### src/rtl/phy_rx_if.sv
// phy_rx_if -- GMII receive side plus frame-byte output stream of phy_rx.
//   in_rxdv / in_rxer / in_rxd : GMII receive data valid, error, data byte
//   out_valid / out_data       : frame byte strobe and byte (DA through FCS)
//   out_sof / out_eof          : first / last frame byte, qualified by out_valid
//   out_err                    : frame bad, meaningful only with out_eof
//   out_frames_ok / _bad       : wrapping good / bad frame counters
// master modport drives GMII and observes the stream; slave modport is phy_rx.
interface phy_rx_if;
  logic        in_rxdv;
  logic        in_rxer;
  logic [7:0]  in_rxd;
  logic        out_valid;
  logic [7:0]  out_data;
  logic        out_sof;
  logic        out_eof;
  logic        out_err;
  logic [15:0] out_frames_ok;
  logic [15:0] out_frames_bad;

  modport master (
    output in_rxdv, in_rxer, in_rxd,
    input  out_valid, out_data, out_sof, out_eof, out_err,
    input  out_frames_ok, out_frames_bad
  );

  modport slave (
    input  in_rxdv, in_rxer, in_rxd,
    output out_valid, out_data, out_sof, out_eof, out_err,
    output out_frames_ok, out_frames_bad
  );
endinterface

### src/rtl/phy_rx.sv
// phy_rx -- GMII receive framer.
// Strips preamble/SFD, emits frame bytes (DA..FCS) with sof/eof/err markers at
// a fixed latency (byte sampled at edge n is presented after edge n+2), flags
// frames bad on rxer, short length or over-length, and counts good/bad frames.
// Ports:
//   in_clock   : receive clock, rising edge
//   in_reset_n : asynchronous active-low reset
//   rx         : phy_rx_if.slave (GMII inputs, byte stream and counters out)
// Parameters: MIN_FRAME / MAX_FRAME, good frame length bounds incl. FCS.
// Optional: define PHY_RX_FCS_CHECK_EN to add a CRC-32 check of the FCS.
module phy_rx #(
  parameter int MIN_FRAME = 64,
  parameter int MAX_FRAME = 1518
) (
  input  logic     in_clock,
  input  logic     in_reset_n,
  phy_rx_if.slave  rx
);

  localparam int unsigned LEN_W = $clog2(MAX_FRAME + 2);
  localparam logic [LEN_W-1:0] MIN_L = LEN_W'(MIN_FRAME);
  localparam logic [LEN_W-1:0] MAX_L = LEN_W'(MAX_FRAME);
  localparam logic [LEN_W-1:0] SAT_L = LEN_W'(MAX_FRAME + 1);

  typedef enum logic [1:0] {
    S_IDLE,
    S_PREAMBLE,
    S_DATA,
    S_DROP
  } state_t;

  state_t           state_q, state_d;
  logic [LEN_W-1:0] len_q, len_d;
  logic             err_q, err_d;

  // stage 1: byte just accepted, waiting for the next rxdv to decide eof
  logic             s1_valid_q, s1_valid_d;
  logic [7:0]       s1_data_q, s1_data_d;
  logic             s1_sof_q, s1_sof_d;

  // stage 2: byte with its final sof/eof/err markers
  logic             s2_valid_q, s2_valid_d;
  logic [7:0]       s2_data_q, s2_data_d;
  logic             s2_sof_q, s2_sof_d;
  logic             s2_eof_q, s2_eof_d;
  logic             s2_err_q, s2_err_d;

  logic             out_valid_q, out_valid_d;
  logic [7:0]       out_data_q, out_data_d;
  logic             out_sof_q, out_sof_d;
  logic             out_eof_q, out_eof_d;
  logic             out_err_q, out_err_d;
  logic [15:0]      ok_cnt_q, ok_cnt_d;
  logic [15:0]      bad_cnt_q, bad_cnt_d;

  logic             frame_bad;

`ifdef PHY_RX_FCS_CHECK_EN
  logic [31:0]      crc_q, crc_d;
  logic             crc_bad;

  // Reflected CRC-32, one byte LSB first, no final inversion.
  function automatic logic [31:0] crc32_byte(input logic [31:0] crc,
                                             input logic [7:0]  d);
    logic [31:0] c;
    c = crc;
    for (int unsigned i = 0; i < 8; i++) begin
      if (c[0] ^ d[i]) c = (c >> 1) ^ 32'hEDB88320;
      else             c = c >> 1;
    end
    return c;
  endfunction

  function automatic logic [31:0] bit_rev32(input logic [31:0] v);
    logic [31:0] r;
    r = '0;
    for (int unsigned i = 0; i < 32; i++) r[i] = v[31-i];
    return r;
  endfunction

  // The reflected register holds the bit-reversed form of the MSB-first residue.
  assign crc_bad = (bit_rev32(crc_q) != 32'hC704DD7B);
  assign frame_bad = err_q | (len_q < MIN_L) | crc_bad;
`else
  assign frame_bad = err_q | (len_q < MIN_L);
`endif

  always_comb begin
    state_d    = state_q;
    len_d      = len_q;
    err_d      = err_q;
`ifdef PHY_RX_FCS_CHECK_EN
    crc_d      = crc_q;
`endif
    s1_valid_d = 1'b0;
    s1_data_d  = s1_data_q;
    s1_sof_d   = s1_sof_q;
    s2_valid_d = s1_valid_q;
    s2_data_d  = s1_data_q;
    s2_sof_d   = s1_sof_q;
    s2_eof_d   = 1'b0;
    s2_err_d   = 1'b0;

    unique case (state_q)
      S_IDLE: begin
        if (rx.in_rxdv) state_d = (rx.in_rxd == 8'h55) ? S_PREAMBLE : S_DROP;
      end
      S_PREAMBLE: begin
        if (!rx.in_rxdv)             state_d = S_IDLE;
        else if (rx.in_rxd == 8'hD5) begin
          state_d = S_DATA;
          len_d   = '0;
          err_d   = 1'b0;
`ifdef PHY_RX_FCS_CHECK_EN
          crc_d   = '1;
`endif
        end
        else if (rx.in_rxd != 8'h55) state_d = S_DROP;
      end
      S_DATA: begin
        if (!rx.in_rxdv) begin
          // stage-1 byte (if any) is the last one; an empty frame emits nothing
          state_d  = S_IDLE;
          s2_eof_d = 1'b1;
          s2_err_d = frame_bad;
        end else if (len_q >= MAX_L) begin
          // byte MAX_FRAME+1 is swallowed and the pending byte closes the frame
          state_d  = S_DROP;
          len_d    = SAT_L;
          s2_eof_d = 1'b1;
          s2_err_d = 1'b1;
        end else begin
          s1_valid_d = 1'b1;
          s1_data_d  = rx.in_rxd;
          s1_sof_d   = (len_q == '0);
          len_d      = len_q + 1'b1;
          err_d      = err_q | rx.in_rxer;
`ifdef PHY_RX_FCS_CHECK_EN
          crc_d      = crc32_byte(crc_q, rx.in_rxd);
`endif
        end
      end
      S_DROP: begin
        if (!rx.in_rxdv) state_d = S_IDLE;
      end
      default: state_d = S_IDLE;
    endcase

    out_valid_d = s2_valid_q;
    out_data_d  = s2_valid_q ? s2_data_q : '0;
    out_sof_d   = s2_valid_q & s2_sof_q;
    out_eof_d   = s2_valid_q & s2_eof_q;
    out_err_d   = s2_valid_q & s2_eof_q & s2_err_q;
    ok_cnt_d    = ok_cnt_q;
    bad_cnt_d   = bad_cnt_q;
    if (s2_valid_q && s2_eof_q) begin
      if (s2_err_q) bad_cnt_d = bad_cnt_q + 16'd1;
      else          ok_cnt_d  = ok_cnt_q + 16'd1;
    end
  end

  always_ff @(posedge in_clock or negedge in_reset_n) begin
    if (!in_reset_n) begin
      state_q     <= S_IDLE;
      len_q       <= '0;
      err_q       <= 1'b0;
`ifdef PHY_RX_FCS_CHECK_EN
      crc_q       <= '1;
`endif
      s1_valid_q  <= 1'b0;
      s1_data_q   <= '0;
      s1_sof_q    <= 1'b0;
      s2_valid_q  <= 1'b0;
      s2_data_q   <= '0;
      s2_sof_q    <= 1'b0;
      s2_eof_q    <= 1'b0;
      s2_err_q    <= 1'b0;
      out_valid_q <= 1'b0;
      out_data_q  <= '0;
      out_sof_q   <= 1'b0;
      out_eof_q   <= 1'b0;
      out_err_q   <= 1'b0;
      ok_cnt_q    <= '0;
      bad_cnt_q   <= '0;
    end else begin
      state_q     <= state_d;
      len_q       <= len_d;
      err_q       <= err_d;
`ifdef PHY_RX_FCS_CHECK_EN
      crc_q       <= crc_d;
`endif
      s1_valid_q  <= s1_valid_d;
      s1_data_q   <= s1_data_d;
      s1_sof_q    <= s1_sof_d;
      s2_valid_q  <= s2_valid_d;
      s2_data_q   <= s2_data_d;
      s2_sof_q    <= s2_sof_d;
      s2_eof_q    <= s2_eof_d;
      s2_err_q    <= s2_err_d;
      out_valid_q <= out_valid_d;
      out_data_q  <= out_data_d;
      out_sof_q   <= out_sof_d;
      out_eof_q   <= out_eof_d;
      out_err_q   <= out_err_d;
      ok_cnt_q    <= ok_cnt_d;
      bad_cnt_q   <= bad_cnt_d;
    end
  end

  assign rx.out_valid      = out_valid_q;
  assign rx.out_data       = out_data_q;
  assign rx.out_sof        = out_sof_q;
  assign rx.out_eof        = out_eof_q;
  assign rx.out_err        = out_err_q;
  assign rx.out_frames_ok  = ok_cnt_q;
  assign rx.out_frames_bad = bad_cnt_q;

endmodule

### src/flat_wrapper.sv
// flat-port wrapper written by rule: the top's interface ports become plain ports
module phy_rx_flat 
#(
  parameter int MIN_FRAME = 64,
  parameter int MAX_FRAME = 1518
)
  (in_clock, in_reset_n, rx_in_rxdv, rx_in_rxer, rx_in_rxd, rx_out_valid, rx_out_data, rx_out_sof, rx_out_eof, rx_out_err, rx_out_frames_ok, rx_out_frames_bad);
  phy_rx_if rx_i ();
  input  logic in_clock;
  input  logic in_reset_n;
  input wire logic [$bits(rx_i.in_rxdv)-1:0] rx_in_rxdv;
  input wire logic [$bits(rx_i.in_rxer)-1:0] rx_in_rxer;
  input wire logic [$bits(rx_i.in_rxd)-1:0] rx_in_rxd;
  output wire logic [$bits(rx_i.out_valid)-1:0] rx_out_valid;
  output wire logic [$bits(rx_i.out_data)-1:0] rx_out_data;
  output wire logic [$bits(rx_i.out_sof)-1:0] rx_out_sof;
  output wire logic [$bits(rx_i.out_eof)-1:0] rx_out_eof;
  output wire logic [$bits(rx_i.out_err)-1:0] rx_out_err;
  output wire logic [$bits(rx_i.out_frames_ok)-1:0] rx_out_frames_ok;
  output wire logic [$bits(rx_i.out_frames_bad)-1:0] rx_out_frames_bad;
  assign rx_i.in_rxdv = rx_in_rxdv;
  assign rx_i.in_rxer = rx_in_rxer;
  assign rx_i.in_rxd = rx_in_rxd;
  assign rx_out_valid = rx_i.out_valid;
  assign rx_out_data = rx_i.out_data;
  assign rx_out_sof = rx_i.out_sof;
  assign rx_out_eof = rx_i.out_eof;
  assign rx_out_err = rx_i.out_err;
  assign rx_out_frames_ok = rx_i.out_frames_ok;
  assign rx_out_frames_bad = rx_i.out_frames_bad;
  phy_rx #(.MIN_FRAME(MIN_FRAME), .MAX_FRAME(MAX_FRAME)) u_core (.in_clock(in_clock), .in_reset_n(in_reset_n), .rx(rx_i));
endmodule
### config.mk
export PLATFORM = sky130hd
export DESIGN_NAME = phy_rx_flat
export DESIGN_NICKNAME = d
export VERILOG_FILES = /design/src/rtl/phy_rx_if.sv /design/src/rtl/phy_rx.sv /design/src/flat_wrapper.sv
export SDC_FILE = /design/constraint.sdc
export NUM_CORES = 1
export LEC_CHECK = 0
export CAP_MARGIN = 20
export CORE_UTILIZATION = 55
export CTS_BUF_LIST = sky130_fd_sc_hd__clkbuf_8
export DETAILED_ROUTE_END_ITERATION = 12
export PLACE_DENSITY = 0.83
export SYNTH_ARGS = -nofsm -noshare
export SYNTH_HDL_FRONTEND = slang
export SYNTH_SLANG_ARGS = --single-unit
export TNS_END_PERCENT = 10
### constraint.sdc
create_clock -name in_clock -period 3.1 [get_ports in_clock]
set_input_delay 0.62 -clock in_clock [delete_from_list [all_inputs] [get_ports in_clock]]
set_output_delay 0.62 -clock in_clock [all_outputs]
set_load 0.005 [all_outputs]
==> results of run 1 <==
[synthesized netlist by cell type (5+ instances only)]
master,instances
nand2_1,20
mux2_4,5
and2_1,10
o21ai_0,15
nand3_1,18
nor2_1,8
dfrtp_1,80
mux2_2,5
xor2_1,8
nand4_1,10
and3_1,8
xnor2_1,22
[sequential cells by signal, indices dropped and copies added (netlist names), 2 cells and up]
name                      count
u_core.rx.out_data            8
u_core.rx.out_frames_ok      16
u_core.state_q                2
u_core.s1_data_q              8
u_core.s2_data_q              8
u_core.rx.out_frames_bad     16
u_core.len_q                 11
[kinds of logic after synthesis]
group	count (synthesis)
AND/OR/NAND/NOR	94
flip-flops	80
AO/OA/AOI/OAI	40
XOR/XNOR	30
buffers and inverters	15
multiplexers	10
adder cells (fa/ha/maj)	4
[stage by stage]
step           utilization (%)  worst slack, ns  power (mW)
2_1_floorplan                -            1.459       1.352
3_3_place_gp             66.59           0.6957       1.457
3_5_place_dp             66.59           0.5702       1.475
4_1_cts                  70.31           0.9430       2.308
5_1_grt                  70.31           0.8740       2.397
6_report                 70.31           0.9438       2.285
[critical path, stage by stage]
cell	delay (ns)
clkdlybuf4s50_1	0.51
nand3b_1	0.18
a311o_1	0.68
mux2_2	0.41
[where the power goes]
| group | total (mW) | switching, mW | leakage, nW | internal (mW) |
|---|---|---|---|---|
| logic | 0.234 | 0.101 | 0.712 | 0.133 |
| registers | 1.22 | 0.0828 | 1.06 | 1.14 |
| clock network | 0.830 | 0.376 | 0.113 | 0.454 |
[layout make-up]
cell class	count	area (um^2)	share of cell area [%]
inverters	5	18.77	0.4509
well taps	75	93.84	2.254
flip-flops and latches	80	2002	48.09
clock buffers	9	123.9	2.976
multi-input cells	178	1272	30.57
clock inverters	7	96.34	2.314
repair buffers	56	555.5	13.35
[worst paths after layout]
path                                     start                           to  slack [ns]  cells after the start
min                        u_core.s1_data_q[2]          u_core.s2_data_q[2]        0.37                      0
max                                 rx_in_rxdv          u_core.s1_data_q[2]        0.94                      4
min in group asynchronous           in_reset_n        u_core.rx.out_data[2]        0.42                      1
min reg2reg                u_core.s1_data_q[2]          u_core.s2_data_q[2]        0.37                      0
max in group asynchronous           in_reset_n  u_core.rx.out_frames_ok[12]        2.06                      1
max reg2reg                    u_core.len_q[5]          u_core.s1_data_q[2]        1.04                      3
[layer usage]
metal,up-vias,wire [um],GRT usage (%)
met5,-,0,0
met4,0,155,11.61
met3,12,240,5.682
met2,58,3288,34.44
met1,1138,2891,29.03
li1,1086,-,-
==> run metrics, run 1 <==
Final Hold Viols 0; critical path startpoint category input pin; critical path type in2reg; final period utilization 69.56%; Critical Path RT 3.34 ns; syn_area_per_cell 12.31 um^2; top cell type's share of synthesized area 59.59%; number of synthesized flops with an enable pin 0; post-synthesis sequential area ratio 59.59%; pins over their slew limit 0; worst-margin pin slew 0.9767 ns; HPWL Detailed 4420 um; Synth Cell Area 3359 um^2; clock skew 0.007561 ns; simple-gate share of the synthesized area 16.01%; Root Buffer clkbuf_8; layout cells sized above 1 11.34%; vias after detailed routing 2,294; CTS resizes 0; TritonCTS buffer count 9; Crit Path Max Fanout 13; top cells by area, synth dfrtp_1 (60%), xnor2_1 (5.7%), nand3_1 (2.7%), mux2_4 (2.2%), nand2_1 (2.2%); die area 6425 um^2; wirelength, routed 6575 um; RSZ-0062 raised after global routing no; IO Pins 56; GRT Overall Usage 22.32%; initial antenna violation count 0; DRT iter0 DRCs 93; number of max-cap violations 0; vias in the first global route 2,189; Period minus WS final 2.156 ns; die height 80.16 um; total core area 5921 um^2; Ant. Diodes 0; CTS tree built; failing checks design-rule violations; Hold Buf Count CTS 0; dominant cell type by area after synthesis dfrtp_1; Peak VDD IR 0.2921 mV; Port-buffer cells 55; Synth cell types 47; asr flop ratio synth 100.0%; Final Non-Filler Cells 410; Synth Area in XOR/XNOR 7.821%; Fillers 404; top_reg_cell synth dfrtp_1; dominant combinational cell family by area after synthesis simple AND/OR/NAND/NOR gates; maximum clock insertion buffer count 2; Starting Density 56.74%; Die Width 80.16 um; post-CTS setup buffers 0; std cell rows 28; largest net degree at the start of global routing 81; FF+latch count, synth 80; Syn. warnings 0; highest clock rate 463.8 MHz; WL per Instance 16.04 um; Final Net Count 346; DP Area 3943 um^2; final instance area 4163 um^2; status finished, violations left; H-Tree Depth 3; clock sink count 80; adder-cell share of the synthesized area 1.490%; routability cong. 0.8402; first-pass GRT wire length 10,540 um; commonest cells after routing, fill and taps aside dfrtp_1 (80), clkdlybuf4s50_1 (54), xnor2_1 (22); post-synthesis instance total 273; post-DR vias/cell 5.595; # setup viols final 0; setup TNS 0 ns; Final ANT Viol Nets 0; Min-Delay Path Class reg2reg; hold_ws 0.3741 ns; Skew-Pair Late Insertion Delay 0.35 ns; post-synthesis mux area share 3.911%; Synthesized Nets 289; power per cell area 548.9 nW/um^2; most common cell after layout, fill and taps aside dfrtp_1; Static Leak 1.881 nW; Max-slew headroom 34.89%; Compound-Gate Fraction of Synth Area 8.641%; P&R area growth vs syn 23.91%; Reg clk slew, reported paths 0.08 ns; CP arrival 2.40 ns; Cell Count Post-Placement 394; Remaining DRCs 1; total congestion overflow 0; Crit. End Element register; drt pass-1 iters 8
Note: power is estimated with default switching activity, not from simulation.
==> run 2: changes to the inputs <==
==> constraint.sdc (replaced) <==
create_clock -name in_clock -period 2 [get_ports in_clock]
set_input_delay 0.4 -clock in_clock [delete_from_list [all_inputs] [get_ports in_clock]]
set_output_delay 0.4 -clock in_clock [all_outputs]
set_load 0.005 [all_outputs]
==> run 2 against run 1 <==
Net effect: clock-buffer cell count up 2; non-clock buffer count grew 14; critical path depth grew 1; sequential cell count stayed put; wire length increased by 3.9%; sequential power increased by 54%; design area is 3.2% higher; setup slack worse by 0.70 ns; the run now ends clean.
==> run metrics, run 2 (same netlist as run 1, synthesis figures left out) <==
vias after detailed routing 2,390; Min-Delay Path Class reg2reg; post-DR vias/cell 5.637; drt pass-1 iters 9; largest net degree at the start of global routing 38; commonest cells after routing, fill and taps aside dfrtp_1 (80), clkdlybuf4s50_1 (54), xnor2_1 (22); Starting Density 56.74%; final instance area 4294 um^2; clock sink count 80; CP arrival 1.97 ns; TritonCTS buffer count 9; Reg power frac 51.9%; most common cell after layout, fill and taps aside dfrtp_1; Crit. End Element register; DP Area 4053 um^2; first-pass GRT wire length 11,290 um; Internal Pwr Total 2.762 mW; vias in the first global route 2,348; Remaining DRCs 0; HPWL Detailed 4616 um; Final Util 72.53%; maximum clock insertion buffer count 2; hold_ws 0.3672 ns; Reg clk slew, reported paths 0.08 ns; GRT Overall Usage 23.21%; critical path type in2reg; Worst Path Buf+Inv 1; number of max-cap violations 0; Static Leak 1.956 nW; power per cell area 845.3 nW/um^2; PnR worst setup slack 0.2441 ns; IO Pins 56; post-CTS setup buffers 0; RSZ-0062 raised after global routing no; CTS resizes 0; clock skew 0.01164 ns; worst-margin pin slew 0.4362 ns; Final Net Count 360; Skew-Pair Late Insertion Delay 0.34 ns; total congestion overflow 0; routability cong. 0.8272; crit-path max cell delay 0.47 ns; die area 6425 um^2; final period utilization 87.80%; worst slack, placed -0.05411 ns; # setup viols final 0; wirelength, routed 6834 um; P&R area growth vs syn 27.82%; std cell rows 28; initial antenna violation count 0; Crit Path Max Fanout 9; slowest CP cell clkdlybuf4s50_1; WL per Instance 16.12 um; Peak VDD IR 0.4935 mV; CP top delay family compound AO/OA/AOI/OAI gates; Final ANT Viol Nets 0; Comb pwr share 11.1%; DRT iter0 DRCs 66; CTS tree built; total core area 5921 um^2; pins over their slew limit 0; status finished clean; layout cells sized above 1 14.33%; Sw Ratio 23.92%; H-Tree Depth 3; highest clock rate 569.5 MHz; CP cell instances clkdlybuf4s50_1 -> nor4b_2 -> a31oi_2 -> o21ai_0 -> o41ai_2; Period minus WS final 1.756 ns; critical path startpoint category input pin; Die Width 80.16 um; Critical Path RT 2.22 ns; Clock power frac 37.0%; Ant. Diodes 0; Port-buffer cells 55; Root Buffer clkbuf_8; NetSw 0.8681 mW; Max-slew headroom 70.83%; Final Hold Viols 0; die height 80.16 um
==> run 2: timing repair <==
item / 4_1_cts / 5_1_grt
hold buffers: 1 / 0
setup endpoints to repair: 0 / 0
endpoints found under the hold margin: 13 / 0
==> run 2: layout make-up <==
cell class,count,area (um^2)
clock inverter,5,80.08
sequential,80,2002
tap,75,93.84
clock buffer,11,151.4
multi-input combinational,178,1272
inverter,5,18.77
timing repair buffer,70,675.6
fill,400,1627
==> run 2: worst paths after layout <==
| check | from | to | slack [ns] | depth (start not counted) |
|---|---|---|---|---|
| setup reg to reg | u_core.len_q[6] | u_core.s1_data_q[3] | 0.28 | 4 |
| min in group asynchronous | in_reset_n | u_core.rx.out_data[7] | 0.44 | 2 |
| hold reg to reg | u_core.s1_valid_q | u_core.out_valid_d | 0.37 | 0 |
| setup / recovery | rx_in_rxd[1] | u_core.len_q[9] | 0.24 | 5 |
| hold / removal | u_core.s1_valid_q | u_core.out_valid_d | 0.37 | 0 |
| max in group asynchronous | in_reset_n | u_core.rx.out_frames_ok[0] | 0.93 | 3 |
==> run 2: metrics by stage <==
step,std cells,TNS [ns],power [mW]
after detailed placement,407,-0.1640,2.313
after global placement,407,0,2.286
final,424,0,3.630
after floorplan,273,0,2.096
after global routing,424,0,3.800
after CTS,424,0,3.664
==> run 2: routing by layer <==
layer	up-vias	GRT usage [%]	routed length, um
met4	0	8.929	91
li1	1120	-	-
met2	67	38.55	3552
met3	10	5.568	242
met5	-	0	0
met1	1193	29.36	2948
==> run 2: power groups by stage <==
stage	registers (mW)	clock network [mW]	logic, mW
6_report	1.88	1.34	0.404
5_1_grt	1.90	1.45	0.449
4_1_cts	1.88	1.37	0.409
3_5_place_dp	1.91	0	0.401
3_3_place_gp	1.90	0	0.386
2_1_floorplan	1.88	0	0.213
==> run 2: worst register-to-register path, cell delays in order, from the launching register on <==
cell and delay (ns):
dfrtp_1 0.48, and4_4 0.24, a311o_1 0.40, buf_4 0.19, mux2_4 0.30
